`config.mk`:
```
export PLATFORM = sky130hd
export DESIGN_NAME = mc14500_sequencer_flat
export DESIGN_NICKNAME = d
export VERILOG_FILES = /design/src/rtl/mc14500_sequencer_pkg.sv /design/src/rtl/mc14500_sequencer_if.sv /design/src/rtl/mc14500_sequencer_return_stack.sv /design/src/rtl/mc14500_sequencer.sv /design/src/flat_wrapper.sv
export SDC_FILE = /design/constraint.sdc
export NUM_CORES = 1
export LEC_CHECK = 0
export CAP_MARGIN = 20
export CORE_MARGIN = 3
export CORE_UTILIZATION = 35
export DETAILED_ROUTE_END_ITERATION = 6
export SYNTH_ARGS = -nofsm -noshare
export SYNTH_HDL_FRONTEND = slang
export SYNTH_SLANG_ARGS = --single-unit
```
`constraint.sdc`:
```
create_clock -name clk -period 5.9 [get_ports clk]
set_input_delay 0.59 -clock clk [delete_from_list [all_inputs] [get_ports clk]]
set_output_delay 0.59 -clock clk [all_outputs]
set_load 0.02 [all_outputs]
```
`src/rtl/mc14500_sequencer_pkg.sv`:
```
// Shared opcode encoding and fetch-word layout helpers for the MC14500 program sequencer.
package mc14500_sequencer_pkg;

   localparam int unsigned OPCODE_W   = 4;
   localparam int unsigned MAX_ADDR_W = 32;
   localparam int unsigned WORD_MAX_W = OPCODE_W + MAX_ADDR_W;

   typedef enum logic [OPCODE_W-1:0] {
      NOPO = 4'h0,
      LD   = 4'h1,
      LDC  = 4'h2,
      AND  = 4'h3,
      ANDC = 4'h4,
      OR   = 4'h5,
      ORC  = 4'h6,
      XNOR = 4'h7,
      STO  = 4'h8,
      STOC = 4'h9,
      IEN  = 4'hA,
      OEN  = 4'hB,
      JMP  = 4'hC,
      RTN  = 4'hD,
      SKZ  = 4'hE,
      NOPF = 4'hF
   } instruction_t;

   // Words are passed zero-extended to WORD_MAX_W so one helper serves every ADDR_W.
   function automatic instruction_t word_opcode(input logic [WORD_MAX_W-1:0] word,
                                                input int unsigned            addr_w);
      return instruction_t'(OPCODE_W'(word >> addr_w));
   endfunction

   function automatic logic [MAX_ADDR_W-1:0] word_operand(input logic [WORD_MAX_W-1:0] word,
                                                          input int unsigned            addr_w);
      logic [MAX_ADDR_W-1:0] mask;
      mask = (addr_w >= MAX_ADDR_W) ? '1 : ((MAX_ADDR_W'(1) << addr_w) - MAX_ADDR_W'(1));
      return word[MAX_ADDR_W-1:0] & mask;
   endfunction

endpackage

```
`src/rtl/mc14500_sequencer_if.sv`:
```
// Program-memory and ICU-facing signals of the sequencer; master is the sequencer side.
interface mc14500_sequencer_if #(
   parameter int unsigned ADDR_W = 8
);
   import mc14500_sequencer_pkg::*;

   logic [ADDR_W-1:0]          prog_addr;
   logic [OPCODE_W+ADDR_W-1:0] prog_data;
   instruction_t               instruction;
   logic [ADDR_W-1:0]          io_addr;
   logic                       jmp;
   logic                       rtn;
   logic                       flag_f;
   logic                       rr_in;

   modport master (
      output prog_addr, instruction, io_addr,
      input  prog_data, jmp, rtn, flag_f, rr_in
   );

   modport slave (
      input  prog_addr, instruction, io_addr,
      output prog_data, jmp, rtn, flag_f, rr_in
   );

endinterface

```
`src/rtl/mc14500_sequencer_return_stack.sv`:
```
// LIFO of return addresses; overflowing pushes are dropped and empty pops read zero.
module mc14500_sequencer_return_stack #(
   parameter int unsigned DEPTH = 4,
   parameter int unsigned WIDTH = 8
) (
   input  logic             clk,
   input  logic             rst,
   input  logic             push,
   input  logic             pop,
   input  logic [WIDTH-1:0] push_data,
   output logic [WIDTH-1:0] top,
   output logic             full,
   output logic             empty,
   output logic             err_set
);
   localparam int unsigned SP_W  = $clog2(DEPTH + 1);
   localparam int unsigned IDX_W = (DEPTH > 1) ? $clog2(DEPTH) : 1;

   logic [SP_W-1:0]  sp;
   logic [IDX_W-1:0] wr_idx;
   logic [IDX_W-1:0] rd_idx;
   logic [WIDTH-1:0] mem [2**IDX_W];

   assign full    = (sp == SP_W'(DEPTH));
   assign empty   = (sp == '0);
   assign wr_idx  = IDX_W'(sp);
   assign rd_idx  = IDX_W'(sp - SP_W'(1));
   assign top     = empty ? '0 : mem[rd_idx];
   assign err_set = (push && full) || (pop && empty);

   always_ff @(posedge clk or posedge rst) begin
      if (rst) begin
         sp <= '0;
      end else if (push && !full) begin
         sp <= sp + SP_W'(1);
      end else if (pop && !empty) begin
         sp <= sp - SP_W'(1);
      end
   end

   always_ff @(posedge clk) begin
      if (push && !full) begin
         mem[wr_idx] <= push_data;
      end
   end

endmodule

```
`src/rtl/mc14500_sequencer.sv`:
```
// Program counter, instruction register and call/return handling for the MC14500 ICU.
module mc14500_sequencer
   import mc14500_sequencer_pkg::*;
#(
   parameter int unsigned ADDR_W      = 8,
   parameter int unsigned STACK_DEPTH = 4
) (
   input  logic                clk,
   input  logic                rst,
   mc14500_sequencer_if.master bus,
   output logic                stack_err
);
   localparam int unsigned WORD_W = OPCODE_W + ADDR_W;

   logic [ADDR_W-1:0] pc;
   logic [ADDR_W-1:0] ir_addr;
   logic [WORD_W-1:0] ir;
   logic              skip_q;

   instruction_t      ir_opcode;
   logic [ADDR_W-1:0] ir_operand;
   logic [ADDR_W-1:0] fetch_addr;
   logic [ADDR_W-1:0] target;
   logic [ADDR_W-1:0] stack_top;
   logic              redirect;
   logic              push;
   logic              pop;
   logic              stack_full;
   logic              stack_empty;
   logic              stack_err_set;

   assign ir_opcode  = word_opcode(WORD_MAX_W'(ir), ADDR_W);
   assign ir_operand = ADDR_W'(word_operand(WORD_MAX_W'(ir), ADDR_W));

   // A skipped flow-control word must neither redirect nor touch the stack.
   always_comb begin
      redirect = 1'b0;
      push     = 1'b0;
      pop      = 1'b0;
      target   = ir_operand;
      if (!skip_q) begin
         if (bus.jmp) begin
            redirect = 1'b1;
         end else if (bus.flag_f) begin
            redirect = 1'b1;
            push     = 1'b1;
         end else if (bus.rtn) begin
            redirect = 1'b1;
            pop      = 1'b1;
            target   = stack_top;
         end
      end
   end

   assign fetch_addr      = redirect ? target : pc;
   assign bus.prog_addr   = fetch_addr;
   assign bus.instruction = ir_opcode;
   assign bus.io_addr     = ir_operand;

   always_ff @(posedge clk or posedge rst) begin
      if (rst) begin
         pc        <= '0;
         ir        <= '0;
         ir_addr   <= '0;
         skip_q    <= 1'b0;
         stack_err <= 1'b0;
      end else begin
         ir        <= bus.prog_data;
         ir_addr   <= fetch_addr;
         pc        <= fetch_addr + ADDR_W'(1);
         skip_q    <= skip_q ? 1'b0
                             : ((ir_opcode == RTN) || ((ir_opcode == SKZ) && !bus.rr_in));
         if (stack_err_set) begin
            stack_err <= 1'b1;
         end
      end
   end

   mc14500_sequencer_return_stack #(
      .DEPTH (STACK_DEPTH),
      .WIDTH (ADDR_W)
   ) u_stack (
      .clk       (clk),
      .rst       (rst),
      .push      (push),
      .pop       (pop),
      .push_data (ir_addr),
      .top       (stack_top),
      .full      (stack_full),
      .empty     (stack_empty),
      .err_set   (stack_err_set)
   );

   assert property (@(posedge clk) disable iff (rst) !(stack_full && stack_empty));

endmodule

```
`src/flat_wrapper.sv`:
```
// flat-port wrapper written by rule: the top's interface ports become plain ports
module mc14500_sequencer_flat import mc14500_sequencer_pkg::*;
#(
   parameter int unsigned ADDR_W      = 8,
   parameter int unsigned STACK_DEPTH = 4
)
  (clk, rst, stack_err, bus_prog_addr, bus_instruction, bus_io_addr, bus_prog_data, bus_jmp, bus_rtn, bus_flag_f, bus_rr_in);
  mc14500_sequencer_if #(.ADDR_W(ADDR_W)) bus_i ();
  input  logic clk;
  input  logic rst;
  output logic stack_err;
  output wire logic [$bits(bus_i.prog_addr)-1:0] bus_prog_addr;
  output wire logic [$bits(bus_i.instruction)-1:0] bus_instruction;
  output wire logic [$bits(bus_i.io_addr)-1:0] bus_io_addr;
  input wire logic [$bits(bus_i.prog_data)-1:0] bus_prog_data;
  input wire logic [$bits(bus_i.jmp)-1:0] bus_jmp;
  input wire logic [$bits(bus_i.rtn)-1:0] bus_rtn;
  input wire logic [$bits(bus_i.flag_f)-1:0] bus_flag_f;
  input wire logic [$bits(bus_i.rr_in)-1:0] bus_rr_in;
  assign bus_prog_addr = bus_i.prog_addr;
  assign bus_instruction = bus_i.instruction;
  assign bus_io_addr = bus_i.io_addr;
  assign bus_i.prog_data = bus_prog_data;
  assign bus_i.jmp = bus_jmp;
  assign bus_i.rtn = bus_rtn;
  assign bus_i.flag_f = bus_flag_f;
  assign bus_i.rr_in = bus_rr_in;
  mc14500_sequencer #(.ADDR_W(ADDR_W), .STACK_DEPTH(STACK_DEPTH)) u_core (.clk(clk), .rst(rst), .bus(bus_i), .stack_err(stack_err));
endmodule
```
## Yosys cells after proc, flatten, opt, wreduce, memory -nomap -nowiden

Memories as Yosys holds them, arrays and structs flattened.
Index checks and enable logic that the tools add are counted.

- Bits in registers: 33
- Memory bits (writable): 32
- Bits of input ports: 18
- Output and inout port bits: 21
- Logic and storage cells: 46
- Memories kept: 1

- $add $sub $neg: 3
- Eq/ne operators: 3
- Mux-type cells: 21
- Reductions and logical operators: 12

Memory list:

| name | words | bits a word | rd ports | clocked after Yosys merged registers in | write ports | line | RTL |
|---|---|---|---|---|---|---|---|
| u_core.u_stack.mem | 4 | 8 | 1 | 0 | 1 | mc14500_sequencer_return_stack.sv:22 | `logic [WIDTH-1:0] mem [2**IDX_W];` |

Operators with widths:

| operator | number |
|---|---|
| $mux 8 | 6 |
| $mux 1 | 13 |
| $add 8x1->8 const B | 1 |
| $eq 4x4->1 const B | 2 |
| $mux 3 | 2 |
| $logic_and 1x1->1 | 5 |
| $add 3x1->3 const B | 1 |
| $eq 3x3->1 const B | 1 |
| $logic_not 1->1 | 3 |
| $logic_not 3->1 | 1 |
| $sub 3x1->3 const B | 1 |
| $logic_or 1x1->1 | 2 |
| $reduce_bool 2->1 | 1 |

## Longest topological paths before layout

Gate-level depths: netlist of the first run.
An unclocked memory read counts as a cell.

- Word-level depth: 9
- Depth in mapped cells: 11
- Gate-level depth less buffers: 9

## Hierarchy

From an unflattened synthesis of the first run, not the netlist that was laid out.

- Cell total of the unflattened synthesis: 172
- Area total of the unflattened synthesis: 2686.3 µm²

By module, submodules not included:

| module | instances | cells an instance | area an instance (µm²) | sequential area each (µm²) |
|---|---|---|---|---|
| mc14500_sequencer_return_stack | 1 | 83 | 1500.2 | 1036.0 |
| mc14500_sequencer | 1 | 89 | 1186.1 | 750.7 |

## Worst setup path before layout of the first run

OpenSTA, ideal clock, no wires.

- Kind: input to output
- From: in bus_flag_f
- To: out bus_prog_addr[7]
- Arrival: 2090 ps
- Data required time: 5310 ps
- Path slack: 3220 ps
- Cell stages on the path: 6
- Buffers on the path: 2
- Cells stage by stage: buf_6 > nor4b_4 > and2_1 > buf_2 > a22oi_1 > o21ai_0

- Cells in the longest elaborated chain, start to end: 4
- Elaborated cells on any way between the ends: 7
- Classes of those cells: 7 x mux

RTL lines:

| item | line | RTL |
|---|---|---|
| start: declaration | flat_wrapper.sv:18 | `input wire logic [$bits(bus_i.flag_f)-1:0] bus_flag_f;` |
| $mux 8 or $mux 1 (tied branches) | mc14500_sequencer.sv:44 | `end else if (bus.flag_f) begin` |
| $mux 8 or $mux 1 (tied branches) | mc14500_sequencer.sv:42 | `if (bus.jmp) begin` |
| $mux 8 or $mux 1 (tied branches) | mc14500_sequencer.sv:41 | `if (!skip_q) begin` |
| $mux 8 (*) | mc14500_sequencer.sv:55 | `assign fetch_addr = redirect ? target : pc;` |
| end: declaration | flat_wrapper.sv:12 | `output wire logic [$bits(bus_i.prog_addr)-1:0] bus_prog_addr;` |

Mark *: on every way between the ends. The rest lies on a longest branch, timed or not.

## Worst setup path after layout of the first run

- From: reg u_core.u_stack.sp[0]
- To: out bus_prog_addr[5]

- Cells in the longest elaborated chain, start to end: 8
- Elaborated cells on any way between the ends: 9
- Classes of those cells: 1 x add/sub; 6 x mux; 1 x reduce/logical; 1 x memory

RTL lines:

| item | line | RTL |
|---|---|---|
| start: declaration | mc14500_sequencer_return_stack.sv:19 | `logic [SP_W-1:0] sp;` |
| start signal: assignment | mc14500_sequencer_return_stack.sv:35 | `sp <= sp + SP_W'(1);` |
| start signal: assignment | mc14500_sequencer_return_stack.sv:37 | `sp <= sp - SP_W'(1);` |
| $sub 3x1->3 | - |  |
| $mem_v2 4x8 | - |  |
| $mux 8 (*) | mc14500_sequencer_return_stack.sv:28 | `assign top = empty ? '0 : mem[rd_idx];` |
| $mux 8 (*) | mc14500_sequencer.sv:47 | `end else if (bus.rtn) begin` |
| $mux 8 (*) | mc14500_sequencer.sv:44 |  |
| $mux 8 (*) | mc14500_sequencer.sv:42 |  |
| $mux 8 (*) | mc14500_sequencer.sv:41 |  |
| $mux 8 (*) | mc14500_sequencer.sv:55 |  |

Marked as above.

==> results of run 1 <==
==> metal layers <==
metal,wire [µm],up-vias,global-route usage
met5,0,-,0
met4,84,0,0.0513
met3,157,8,0.0394
met2,2560,33,0.209
met1,2430,730,0.167
li1,-,692,-
==> logic make-up after synthesis <==
logic type      count (synthesis)  synth area share
xor+xnor                        8            0.0264
compound gates                 24            0.0736
mux                             9            0.0816
simple gates                   33            0.0812
fa+ha+maj                       6            0.0283
buf+inv                        13            0.0349
flops                          65             0.674
==> layout make-up <==
cell class / instances / area (µm²)
Sequential cell: 65 / 1790
Tap cell: 99 / 124
Clock buffer: 9 / 124
Clock inverter: 7 / 125
Inverter: 7 / 26.3
Fill cell: 681 / 3950
Multi-Input combinational cell: 80 / 772
Timing Repair Buffer: 39 / 388
==> state kept, by name (all words and copies together), names as in the netlist <==
signal	flops
u_core.pc	8
u_core.ir	12
u_core.stack_err	1
u_core.skip_q	1
u_core.u_stack.mem	32
u_core.u_stack.sp	3
u_core.ir_addr	8
==> where the power goes <==
part           switching, mW  internal (mW)
clock network          0.173          0.285
registers             0.0534          0.550
logic                  0.165          0.159
total                  0.391          0.993
==> worst max path at each step <==
stage | startpoint | end | slack [ps] | cells after the start
2_1_floorplan | bus_flag_f | bus_prog_addr[7] | 3220 | 6
3_3_place_gp | bus_flag_f | bus_prog_addr[7] | 2220 | 6
3_5_place_dp | bus_flag_f | bus_prog_addr[7] | 2150 | 6
4_1_cts | u_core.u_stack.sp[0] | bus_prog_addr[5] | 1900 | 6
5_1_grt | u_core.u_stack.sp[0] | bus_prog_addr[7] | 1770 | 7
6_report | u_core.u_stack.sp[0] | bus_prog_addr[5] | 1970 | 6
==> synthesized netlist by cell type (4+ instances only) <==
cell and instances:
nand2_1 5, and2_1 4, a21o_1 5, mux4_1 7, ha_1 6, dfrtp_1 33
xnor2_1 4, inv_1 7, nor2_1 7, a221o_1 6, edfxtp_1 32, nor4b_1 4
xor2_1 4
==> worst register-to-register path: cells and delay by family, from the launching register on <==
family | cells | cell delay, ps
buffers and inverters | 1 | 180
AND/OR/NAND/NOR | 3 | 770
adder cells (fa/ha/maj) | 1 | 590
multiplexers | 1 | 330
flip-flops | 1 | 720
XOR/XNOR | 1 | 160
AO/OA/AOI/OAI | 1 | 260
==> layout by cell type, fill, tap and decap left out, types with 2 or more instances in the layout <==
cell / synthesis / routed
a21o_1: 5 / 5
dfrtp_1: 33 / 33
edfxtp_1: 32 / 32
mux4_1: 7 / 7
xor2_1: 4 / 4
bufinv_16: 0 / 3
and2_1: 4 / 4
and3_1: 3 / 3
nor4b_1: 4 / 4
clkdlybuf4s50_1: 0 / 38
clkinv_4: 0 / 2
clkbuf_8: 2 / 9
inv_1: 7 / 7
a221o_1: 6 / 6
inv_6: 0 / 2
nor2_1: 7 / 7
a21oi_1: 3 / 3
xnor2_1: 4 / 4
ha_1: 6 / 6
nand2_1: 5 / 5
or2_2: 2 / 2
nor3_1: 2 / 2
==> impl_metrics.ini, run 1 <==
[routing]
avgRoutedWirePerCell_um = 17.1
dr.pass1.iters = 4
ant_nets = 0
vias_per_cell = 4.78
first_iter_violations = 63
vias = 1463
routed_wl_um = 5240
drc_errors = 0

[synth]
avgSynthCellArea_um2 = 16.8
yosysTopAreaCell = edfxtp_1
synth_edf_count = 32
synth_area_leaders = edfxtp_1 36%, dfrtp_1 31%, mux4_1 6.9%
syn-instance-count = 158
async_reset_ff_frac = 0.508
synth_top_area_share = 0.362
ys_types = 38
yosysWarnings = 0
synth-seq-area-share = 0.674
ys_ff_latch = 65
ys.flop_type = dfrtp_1
mappedNetlistArea_mm2 = 0.00265
syn-num-nets = 182

[clock_network]
root_buffer = clkbuf_8
cts_made_buffers = 9
post_cts_buffers = 0
clock_path_buffers = 2
cts.repair.resized = 0
insertion_delay_ps = 340
cts_max_level = 3
clk_pin_slew_worst_paths_ps = 70
cts.sinks = 65
holdBufCountCts = 0
cts_tree = yes

[setup_path]
cp.required_ps = 5310
crit_path_start_kind = register
cp.arrival_ps = 3340
critical_path.max_fanout = 12
path_class = reg -> out
crit_slowest_cell = dfrtp_1
crit_path_end_kind = primary output
crit_chain = inv_1 -> ha_1 -> mux4_1 -> and3_1 -> a221o_1 -> clkdlybuf4s50_1
path_buf_inv = 2
max_stage_delay_ps = 720
critPathTopFamily = buffers and inverters
rr_startpoint = u_core.u_stack.sp[0]
r2r_end = u_core.pc[7]
ff2ff_setup_slack_ps = 2800
reg2reg_depth = 8

[layout]
syn_to_final_growth_pct = 26.2
diodes = 0
final_cells = 306
layout-drive-gt1-share = 0.130
final_nets = 226
fin_area_mm2 = 0.00335
postLayoutCoreUtil = 0.459

[floorplan]
chipWidth_um = 93.0
rows = 31
initial_utilization = 0.364
die_h_um = 93.0
ios = 39
die_area_mm2 = 0.00866
core_area_mm2 = 0.00729

[grt]
antenna_found_initial = 0
grt_usage = 0.131
grt_pass1_vias = 1544
grt_first_pass_wirelength_um = 8200
grt_max_degree = 34
grt-ovfl-total = 0

[placed_design]
place_congestion = 0.785
dpl_cell_area_mm2 = 0.00310
dp_cells = 290
port_buffers = 38
dp_hpwl_um = 3760
place_ws_ps = 2150

[timing]
worstMarginPinSlew_ps = 933
setup_slack_ps = 1970
post-route-min-period_ps = 3930
fin_skew_ps = 10.7
setup-violations-final = 0
fin_tns_setup_ps = 0
maxSlewViolCount = 0
hold_viol_final = 0
slew_headroom = 0.376
max_freq_ghz = 0.255
period_share = 0.665
rsz0062_at_grt = false
hold_slack_ps = 496

[min_path]
hold_class = reg -> reg
worstHoldPathCells = 0
hp-start = u_core.ir_addr[6]
hold_end = u_core.u_stack.mem[1][6]

[status]
status = completed

[power_and_ir_drop]
p_leak_nw = 1.32
irDropWorstVdd_v = 0.000150
power_mw = 1.38
power_density_mw_per_mm2 = 414

[flow_run]
drv_cap = 0
Note: power is estimated with default switching activity, not from simulation.
==> run 2: changes to the inputs <==
clock period = 4 ns   (was 5.9 ns; I/O delays follow)
==> run 2 against run 1 <==
- cell count rose by 0.33%
- power rose by 42%
- wire length rose by 1.8%
- critical path depth did not move
- worst hold slack improved by 0.55 ps
- sequential share of layout area rose by 0.61 points
- flip-flop and latch count did not move
- count of clock-buffer cells in the layout rose by 3
- clock power rose by 26%
- setup slack got worse by 1400 ps
- global-route usage rose by 0.51 points
- highest routed layer unchanged
==> impl_metrics.ini, run 2 (synthesis results as in run 1) <==
[layout]
fillers = 695
layout-drive-gt1-share = 0.115
fin_area_mm2 = 0.00331
final_nets = 227
largest_reg_flops = 32
largest_register = u_core.u_stack.mem
syn_to_final_growth_pct = 24.8
diodes = 0
seqCellArea_mm2 = 0.00179
largestRegisters = u_core.u_stack.mem: 32 flops, u_core.ir: 12 flops
final_common_cell = clkdlybuf4s50_1
layout_common_cells = 38 x clkdlybuf4s50_1, 33 x dfrtp_1, 32 x edfxtp_1, 9 x clkbuf_8
postLayoutCoreUtil = 0.454
multi_input_area_um2 = 772

[routing]
avgRoutedWirePerCell_um = 17.4
dr.pass1.iters = 4
wl_met1_um = 2460
ant_nets = 0
wl_met2_um = 2460
first_iter_violations = 110
drc_errors = 0
vias = 1473
routed_wl_um = 5330
vias_per_cell = 4.80
highest_layer = met4
wl_met3_um = 352

[clock_network]
cts_max_level = 3
cts_made_buffers = 9
cts.repair.resized = 0
clk_pin_slew_worst_paths_ps = 70
post_cts_buffers = 0
root_buffer = clkbuf_8
insertion_delay_ps = 330
holdBufCountCts = 0
cts_tree = yes
clock_path_buffers = 2
cts.sinks = 65

[timing]
post-route-min-period_ps = 3390
worstMarginPinSlew_ps = 852
setup-violations-final = 0
max_freq_ghz = 0.295
slew_headroom = 0.432
hold_viol_final = 0
hold_slack_ps = 496
rsz0062_at_grt = false
period_share = 0.848
fin_skew_ps = 6.53
fin_tns_setup_ps = 0
maxSlewViolCount = 0

[placed_design]
port_buffers = 38
dp_hpwl_um = 3810
place_congestion = 0.692
dpl_cell_area_mm2 = 0.00310

[setup_path]
critical_path.max_fanout = 11
cp.required_ps = 3600
crit_path_start_kind = input port
crit_path_end_kind = primary output
path_class = in -> out
cp.arrival_ps = 2990
reg2reg_depth = 8

[power_and_ir_drop]
power_mw = 1.97
irDropWorstVdd_v = 0.000255
p_leak_nw = 1.30
p_sw_uw = 565
comb_power_share = 0.267
seq_power_share = 0.440
power_density_mw_per_mm2 = 595
swShare = 0.287
power_frac_clock = 0.293
internal_power_mw = 1.40

[min_path]
hold_class = reg -> reg
worstHoldPathCells = 2

[grt]
grt-ovfl-total = 0
grt_usage = 0.136
antenna_found_initial = 0
grt_pass1_vias = 1537
grt_first_pass_wirelength_um = 8580
grt_max_degree = 22

[floorplan]
chipWidth_um = 93.0
die_area_mm2 = 0.00866
ios = 39
die_h_um = 93.0
core_area_mm2 = 0.00729
rows = 31
initial_utilization = 0.364

[status]
status = completed

[flow_run]
drv_cap = 0
run 2: cell types whose count changed in the layout (fill, tap and decap cells not counted), sizes merged:
cell    previous run  this run
buf                1         2
bufinv             3         2
clkbuf             9        12
inv                9         7
run 2: power by group through the flow:
stage	Combinational [mW]	Sequential [mW]	Clock [mW]
finish	0.525	0.866	0.576
global placement	0.525	0.878	0
floorplan	0.364	0.877	0
CTS	0.537	0.867	0.591
detailed placement	0.531	0.880	0
global route	0.578	0.878	0.626
run 2: path summary, 6_finish.rpt:
| path | start | to | slack (ps) |
|---|---|---|---|
| max reg2reg | u_core.u_stack.sp[1] | u_core.pc[7] | 1290 |
| max in group asynchronous | rst | u_core.stack_err | 2760 |
| min reg2reg | u_core.ir[11] | u_core.skip_q | 500 |
| max | bus_flag_f | bus_prog_addr[7] | 610 |
| min in group asynchronous | rst | u_core.pc[4] | 550 |
| min | u_core.ir[11] | u_core.skip_q | 500 |
run 2: critical path: stages:
cell             delay, ps
clkdlybuf4s50_1        580
nor4b_4                450
and2_1                 430
a22oi_1                120
o21ai_0                340
clkdlybuf4s50_1        680
run 2: layout make-up:
class,count,share of cell area
Tap cell,99,0.0374
Clock buffer,12,0.0408
Clock inverter,4,0.0208
Timing Repair Buffer,40,0.120
Inverter,7,0.00794
Sequential cell,65,0.540
Multi-Input combinational cell,80,0.233
run 2: layer usage:
| layer | up-vias | global-route usage |
|---|---|---|
| li1 | 690 | - |
| met1 | 733 | 0.187 |
| met2 | 46 | 0.199 |
| met3 | 4 | 0.0491 |
| met4 | 0 | 0.0476 |
| met5 | - | 0 |
run 2: through the flow:
step / cells / setup WS [ps]
2_1_floorplan: 158 / 1490
3_3_place_gp: 291 / 694
3_5_place_dp: 291 / 613
4_1_cts: 307 / 583
5_1_grt: 307 / 440
6_report: 307 / 607
